File: src/rtl/ctrl_pkg.sv
// Shared encodings for the multicycle RV32I-subset controller:
// FSM states, opcodes, ALU select values and immediate formats.
package ctrl_pkg;

    localparam int unsigned XLEN = 32;

    typedef enum logic [2:0] {
        FETCH  = 3'd0,
        DECODE = 3'd1,
        EXEC   = 3'd2,
        MEM    = 3'd3,
        WB     = 3'd4,
        TRAP   = 3'd5
    } state_t;

    localparam logic [6:0] OP_R      = 7'b0110011;
    localparam logic [6:0] OP_IMM    = 7'b0010011;
    localparam logic [6:0] OP_LOAD   = 7'b0000011;
    localparam logic [6:0] OP_STORE  = 7'b0100011;
    localparam logic [6:0] OP_BRANCH = 7'b1100011;

    typedef enum logic [2:0] {
        ALU_ADD  = 3'b000,
        ALU_SUB  = 3'b001,
        ALU_AND  = 3'b010,
        ALU_OR   = 3'b011,
        ALU_SLTU = 3'b100
    } alu_op_t;

    localparam logic [1:0] IMM_I = 2'b00;
    localparam logic [1:0] IMM_S = 2'b01;
    localparam logic [1:0] IMM_B = 2'b10;

endpackage

File: src/rtl/alu_decoder.sv
// Combinational decode of opcode/funct fields into the ALU select and a
// legality flag for the supported instruction subset.
module alu_decoder
    import ctrl_pkg::*;
(
    input  logic [6:0] opcode,
    input  logic [2:0] funct3,
    input  logic       funct7_5,
    output alu_op_t    alu_ctrl,
    output logic       legal
);

    always_comb begin
        alu_ctrl = ALU_ADD;
        legal    = 1'b0;
        case (opcode)
            OP_R: begin
                case (funct3)
                    3'b000: begin
                        legal    = 1'b1;
                        alu_ctrl = funct7_5 ? ALU_SUB : ALU_ADD;
                    end
                    3'b111: begin
                        legal    = !funct7_5;
                        alu_ctrl = ALU_AND;
                    end
                    3'b110: begin
                        legal    = !funct7_5;
                        alu_ctrl = ALU_OR;
                    end
                    3'b011: begin
                        legal    = !funct7_5;
                        alu_ctrl = ALU_SLTU;
                    end
                    default: legal = 1'b0;
                endcase
            end
            OP_IMM:             legal = (funct3 == 3'b000);
            OP_LOAD, OP_STORE:  legal = (funct3 == 3'b010);
            OP_BRANCH: begin
                legal    = (funct3 == 3'b000) || (funct3 == 3'b001);
                alu_ctrl = ALU_SUB;
            end
            default:            legal = 1'b0;
        endcase
    end

endmodule

File: src/rtl/multicycle_ctrl.sv
// Multicycle control FSM: sequences fetch/decode/execute/memory/writeback,
// holds the instruction register, counts retired instructions, traps illegal ops.
module multicycle_ctrl
    import ctrl_pkg::*;
#(
    parameter int unsigned CNT_WIDTH = 32
) (
    input  logic                 clk,
    input  logic                 rst_n,
    input  logic [XLEN-1:0]      instr,
    input  logic                 eq,
    input  logic                 mem_stall,
    output logic                 ir_en,
    output logic                 pc_en,
    output logic                 pc_src,
    output logic [2:0]           alu_ctrl,
    output logic                 alu_src,
    output logic [1:0]           imm_src,
    output logic                 reg_write,
    output logic                 mem_write,
    output logic                 result_src,
    output logic                 illegal,
    output logic [CNT_WIDTH-1:0] retired
);

    state_t          state, state_d;
    logic [XLEN-1:0] ir;
    alu_op_t         dec_op;
    logic            dec_legal;
    logic            is_lw, is_sw, is_addi, is_br;
    logic            unused_ir_bits;

    alu_decoder u_alu_decoder (
        .opcode   (ir[6:0]),
        .funct3   (ir[14:12]),
        .funct7_5 (ir[30]),
        .alu_ctrl (dec_op),
        .legal    (dec_legal)
    );

    assign is_lw   = (ir[6:0] == OP_LOAD);
    assign is_sw   = (ir[6:0] == OP_STORE);
    assign is_addi = (ir[6:0] == OP_IMM);
    assign is_br   = (ir[6:0] == OP_BRANCH);

    // Register-number and immediate fields are consumed by the datapath, not here.
    assign unused_ir_bits = ^{ir[31], ir[29:15], ir[11:7]};

    always_comb begin
        state_d    = state;
        ir_en      = 1'b0;
        pc_en      = 1'b0;
        pc_src     = 1'b0;
        alu_ctrl   = 3'b000;
        alu_src    = 1'b0;
        imm_src    = IMM_I;
        reg_write  = 1'b0;
        mem_write  = 1'b0;
        result_src = 1'b0;
        illegal    = 1'b0;

        // ALU controls stay stable from EXEC through the end of the instruction.
        if (state == EXEC || state == MEM || state == WB) begin
            alu_ctrl = dec_op;
            alu_src  = is_addi || is_lw || is_sw;
            imm_src  = is_sw ? IMM_S : (is_br ? IMM_B : IMM_I);
        end

        case (state)
            FETCH: begin
                if (!mem_stall) begin
                    ir_en   = rst_n;
                    state_d = DECODE;
                end
            end
            DECODE: state_d = dec_legal ? EXEC : TRAP;
            EXEC: begin
                if (is_br) begin
                    pc_en   = 1'b1;
                    pc_src  = ir[12] ? !eq : eq;
                    state_d = FETCH;
                end else if (is_lw || is_sw) begin
                    state_d = MEM;
                end else begin
                    state_d = WB;
                end
            end
            MEM: begin
                mem_write = is_sw;
                if (!mem_stall) begin
                    if (is_sw) begin
                        pc_en   = 1'b1;
                        state_d = FETCH;
                    end else begin
                        state_d = WB;
                    end
                end
            end
            WB: begin
                reg_write  = 1'b1;
                result_src = is_lw;
                pc_en      = 1'b1;
                state_d    = FETCH;
            end
            TRAP:    illegal = 1'b1;
            default: state_d = FETCH;
        endcase
    end

    always_ff @(posedge clk or negedge rst_n) begin
        if (!rst_n) begin
            state   <= FETCH;
            ir      <= '0;
            retired <= '0;
        end else begin
            state <= state_d;
            if (ir_en) begin
                ir <= instr;
            end
            if (pc_en) begin
                retired <= retired + CNT_WIDTH'(1);
            end
        end
    end

endmodule

File: config.mk
export PLATFORM = sky130hd
export DESIGN_NAME = multicycle_ctrl
export DESIGN_NICKNAME = d
export VERILOG_FILES = /design/src/rtl/ctrl_pkg.sv /design/src/rtl/alu_decoder.sv /design/src/rtl/multicycle_ctrl.sv
export SDC_FILE = /design/constraint.sdc
export NUM_CORES = 1
export LEC_CHECK = 0
export ABC_AREA = 1
export CAP_MARGIN = 0
export CORE_ASPECT_RATIO = 1.5
export CORE_MARGIN = 4
export CORE_UTILIZATION = 53
export CTS_CLUSTER_DIAMETER = 30
export CTS_CLUSTER_SIZE = 24
export DETAILED_ROUTE_END_ITERATION = 10
export PLACE_DENSITY = 0.9
export SYNTH_ARGS = -nofsm -noshare
export SYNTH_HDL_FRONTEND = slang
export SYNTH_HIERARCHICAL = 1
export SYNTH_SLANG_ARGS = --single-unit
File: constraint.sdc
create_clock -name clk -period 2.25 [get_ports clk]
set_input_delay 0.225 -clock clk [delete_from_list [all_inputs] [get_ports clk]]
set_output_delay 0.225 -clock clk [all_outputs]
set_load 0.01 [all_outputs]
# After elaboration in Yosys (flattened, before gate mapping)
# Cells that the tools add are included.
# word_totals
register_bits	66
wordCells	65
input_bits	36
out_inout_bits	45
# op_classes
n_eq_ne	17
muxes	30
bitwise_logic	1
add_sub_neg	1
n_reduce_logical	13
# op_table
operator	count
32-bit by 1-bit adder with 32-bit output, second input constant	1
3-bit two-way mux	7
3-bit case mux with 5 select lines	1
7-bit by 6-bit == test with 1-bit output, second input constant	2
1-bit two-way mux	14
3-bit by 2-bit == test with 1-bit output, second input constant	4
3-bit == test, second input constant	4
3-bit case mux with 4 select lines	1
7-bit by 2-bit == test with 1-bit output, second input constant	1
7-bit by 5-bit == test with 1-bit output, second input constant	1
7-bit == test, second input constant	1
3-bit by 1-bit == test with 1-bit output, second input constant	2
3-bit zero test	2
1-bit logical OR	6
2-bit two-way mux	3
3-bit case mux with 2 select lines	1
2-bit != test, second input constant	2
1-bit case mux with 4 select lines	1
1-bit case mux with 3 select lines	1
3-bit AND reduction	1
3-bit OR reduction	1
1-bit zero test	2
1-bit case mux with 2 select lines	1
2-bit OR reduction	1
1-bit inverter	1

# Depth between registers and ports, before layout
# depth
ltp_word	6
depth_mapped	13
mapped_depth_nobuf	13

# By module
# The synthesis kept the hierarchy.
# modules_own_cells
module	seq_area_each_um2	n_inst	area_each_um2	cells_each
multicycle_ctrl	1151.1	1	2959.1	459
alu_decoder	0.0	1	163.9	34

# Least setup slack after synthesis
# No wires, ideal clock.
# synth_timing
path_kind	reg2reg
from	register retired[0]
to	register retired[26]
required_ps	2133
path_stages_with_launch	11
synth_period_minus_slack_ps	1612
setup_ps	117
arrival_ps	1495
setup_slack_ps	638
path_buffers	0
path_cell_list	dfrtp_1 ha_1 inv_1 nor2_1 nand2_1 nor2_1 nand2_1 nand2_1 nand2_1 nand2_1 nand2_1
# synth_between
elab_chain_len	1
# synth_lines
element	line	source
start: declaration	multicycle_ctrl.sv:23	output logic [CNT_WIDTH-1:0] retired
start signal: assignment	multicycle_ctrl.sv:121	retired <= retired + CNT_WIDTH'(1);
32-bit by 1-bit adder with 32-bit output	multicycle_ctrl.sv:121	
# Every way passes these cells.
# A chain may end at the register's enable or synchronous reset.

# Final worst setup path
# layout_timing
from	register ir[3]
to	output port pc_src
# layout_between
elab_chain_len	3
# layout_lines
element	line	source
start: declaration	multicycle_ctrl.sv:27	logic [XLEN-1:0] ir;
start signal: assignment	multicycle_ctrl.sv:118	ir <= instr;
7-bit == test	multicycle_ctrl.sv:44	assign is_br = (ir[6:0] == OP_BRANCH);
1-bit two-way mux	multicycle_ctrl.sv:78	if (is_br) begin
1-bit two-way mux	multicycle_ctrl.sv:69	case (state)
end: declaration	multicycle_ctrl.sv:15	output logic pc_src,
# Every way passes these cells.

==> results.json <==
{
  "boundaryPins": 81,
  "r2r_end": "retired[26]",
  "wl_per_cell_microns": 14.18,
  "cts_tree": "done",
  "grt_pass1_wl_mm": 14.83,
  "diodes": 0,
  "min_period_ps": 2204,
  "maxCapViolations": 0,
  "synthFlopType": "dfrtp_1",
  "cts_sinks": 46,
  "syn_inst": 493,
  "status": "complete, no violations",
  "crit_path_start": "ir[3]",
  "path_class": "reg -> out",
  "clock_latency_ps": 310,
  "core_sq_um": 5743,
  "worstMarginPinSlew_ps": 622.7,
  "rows": 34,
  "h-tree-depth": 2,
  "die_x_microns": 70.68,
  "hpwlAfterDp_mm": 6.637,
  "gp_congestion": 0.8954,
  "grt_pass1_vias": 3316,
  "die_area_sq_um": 7210,
  "slew_headroom_pct": 58.49,
  "crit_arrival_ps": 1980,
  "vias_per_cell": 5.447,
  "skew_ps": 3.703,
  "synth_top_family_by_area": "simple AND/OR/NAND/NOR gates",
  "start_util_pct": 54.38,
  "fp.dieH_microns": 102.0,
  "grt_max_degree": 47,
  "reg2reg_setup_slack_ps": 330,
  "mostFrequentLayoutCell": "nand2_1",
  "cts-hold-fix-buffers": 0,
  "synthSimpleGateAreaFrac_pct": 48.92,
  "multi_input_area_sq_um": 1749,
  "antenna_found_initial": 0,
  "cp.required_ps": 2030,
  "synth_compound_area_share_pct": 2.003,
  "place_inst": 618,
  "synthArstFlopShare_pct": 100.0,
  "setup_violations": 0,
  "vias": 3426,
  "ir_drop_v": 0.0004891,
  "cts.path.max_buffers": 2,
  "drive_gt1_share_pct": 7.720,
  "reg2reg_depth": 10,
  "yosys_register_bits": 46,
  "stdcell_count": 629,
  "drc": 0,
  "yosysWarnings": 6,
  "cp_max_fo": 4,
  "slew_violations": 0,
  "grtUsageTotal_pct": 25.55,
  "syn_area_per_cell_sq_um": 6.335,
  "hold_class": "in -> async",
  "postLayoutCoreUtil_pct": 68.50,
  "ant_nets": 0,
  "synth_edf_count": 0,
  "syn_nets": 530,
  "cp-end-kind": "primary output",
  "wirelength_mm": 8.922,
  "cts_buffers": 5,
  "firstDrtPassIters": 5,
  "clock.fmax_ghz": 0.4538,
  "rsz0062_at_grt": "true",
  "synthAdderAreaFrac_pct": 0.4006,
  "timing.rr.start": "retired[0]",
  "startpoint_type": "register",
  "syn-cell-area_sq_um": 3123,
  "synth_cell_types": 29,
  "nNetsFinal": 593,
  "synth_mux_area_share_pct": 0,
  "gr-total-overflow": 0,
  "power.density_nw_per_um2": 734.9,
  "most-common-layout-cells": "nand2_1 (214), nor2_1 (62), nand3_1 (59)",
  "root_buffer": "clkbuf_8",
  "yosys.area_share.xor_xnor_pct": 3.926,
  "clk_pin_slew_ps": 90,
  "syn2layout_area_growth_pct": 25.96,
  "yosysSeqAreaShare_pct": 36.86,
  "fillers": 544,
  "hold_viol": 0,
  "period_share_pct": 97.94,
  "p_leak_nw": 1.855,
  "drt_iter0_markers": 280,
  "seq_area_sq_um": 1155,
  "crit_end": "pc_src",
  "io_buffers": 59
}
## what timing repair did
action	4_1_cts	5_1_grt
setup buffers	0	3
gates resized for setup	2	11
hold endpoints to repair	0	0
setup endpoints to repair	1	10
pin swaps	1	1
## metrics by stage
step           TNS, ps  setup slack, ps  hold WS, ps  power (mW)  instance area [sq um]
2_1_floorplan        0            638.1       -70.59       1.878                   3123
3_3_place_gp         0            351.3        465.9       2.174                   3766
3_5_place_dp         0            332.0        474.2       2.222                   3766
4_1_cts              0            2.776        144.5       2.843                   3876
5_1_grt         -116.1           -40.70        172.6       3.066                   3934
6_report             0            46.29        122.1       2.891                   3934
## sequential cells by signal (all words and copies together), names as in the netlist
signal and flops:
ir 11, retired 32, state 3
## cell families (layout without fill, tap and decap cells)
family,after synthesis,count (layout)
buffers and inverters,58,122
AOI/OAI and AO/OA,12,12
and+or+nand+nor,362,362
adders and majority gates,1,1
xor gates and xnor gates,14,14
DFF,46,46
## critical path, stage by stage, from the launching register on
cell and delay (ps):
dfrtp_2 450, nor3_4 280, buf_4 170, nand3_2 100, nor2_1 110, clkdlybuf4s50_1 550
## cell usage after synthesis, types with 2 or more instances
library cell	instances	area [sq um]
a21oi_1	4	20.02
buf_2	5	25.02
buf_6	3	33.78
clkbuf_1	2	7.510
dfrtp_1	46	1151
inv_1	40	150.1
inv_2	7	26.28
nand2_1	215	807.0
nand3_1	59	295.3
nand3_2	4	40.04
nand4_1	3	18.77
nor2_1	63	236.5
nor2_2	3	18.77
nor3_1	7	35.03
o21ai_0	5	25.02
o21ai_1	2	10.01
xnor2_1	7	61.31
xor2_1	7	61.31
## how the worst min path moves through the flow
stage / startpoint / endpoint / slack, ps / cells after the start
2_1_floorplan: rst_n / ir[0] / -70 / 0
3_3_place_gp: rst_n / retired[17] / 470 / 2
3_5_place_dp: rst_n / retired[0] / 470 / 2
4_1_cts: rst_n / ir[0] / 140 / 2
5_1_grt: rst_n / retired[22] / 170 / 2
6_report: rst_n / retired[0] / 120 / 2
## metal layers
layer / GRT usage, % / vias up / routed length (microns)
li1: - / 1664 / -
met1: 26.29 / 1618 / 3231
met2: 50.14 / 116 / 4900
met3: 4.331 / 28 / 458
met4: 11.00 / 0 / 332
met5: 0 / - / 0
## final cells by class
type	instances	area share (%)
Clock buffer	5	1.749
Clock inverter	3	1.018
Inverter	47	4.548
Multi-Input combinational cell	389	44.47
Sequential cell	46	29.36
Tap cell	72	2.290
Timing Repair Buffer	67	16.57
## report_power, final
part,switching (mW),internal [mW]
Sequential,0.219,0.981
Clock,0.298,0.327
Combinational,0.669,0.395
Total,1.19,1.70
No activity file was read; power rests on OpenSTA's default activity.
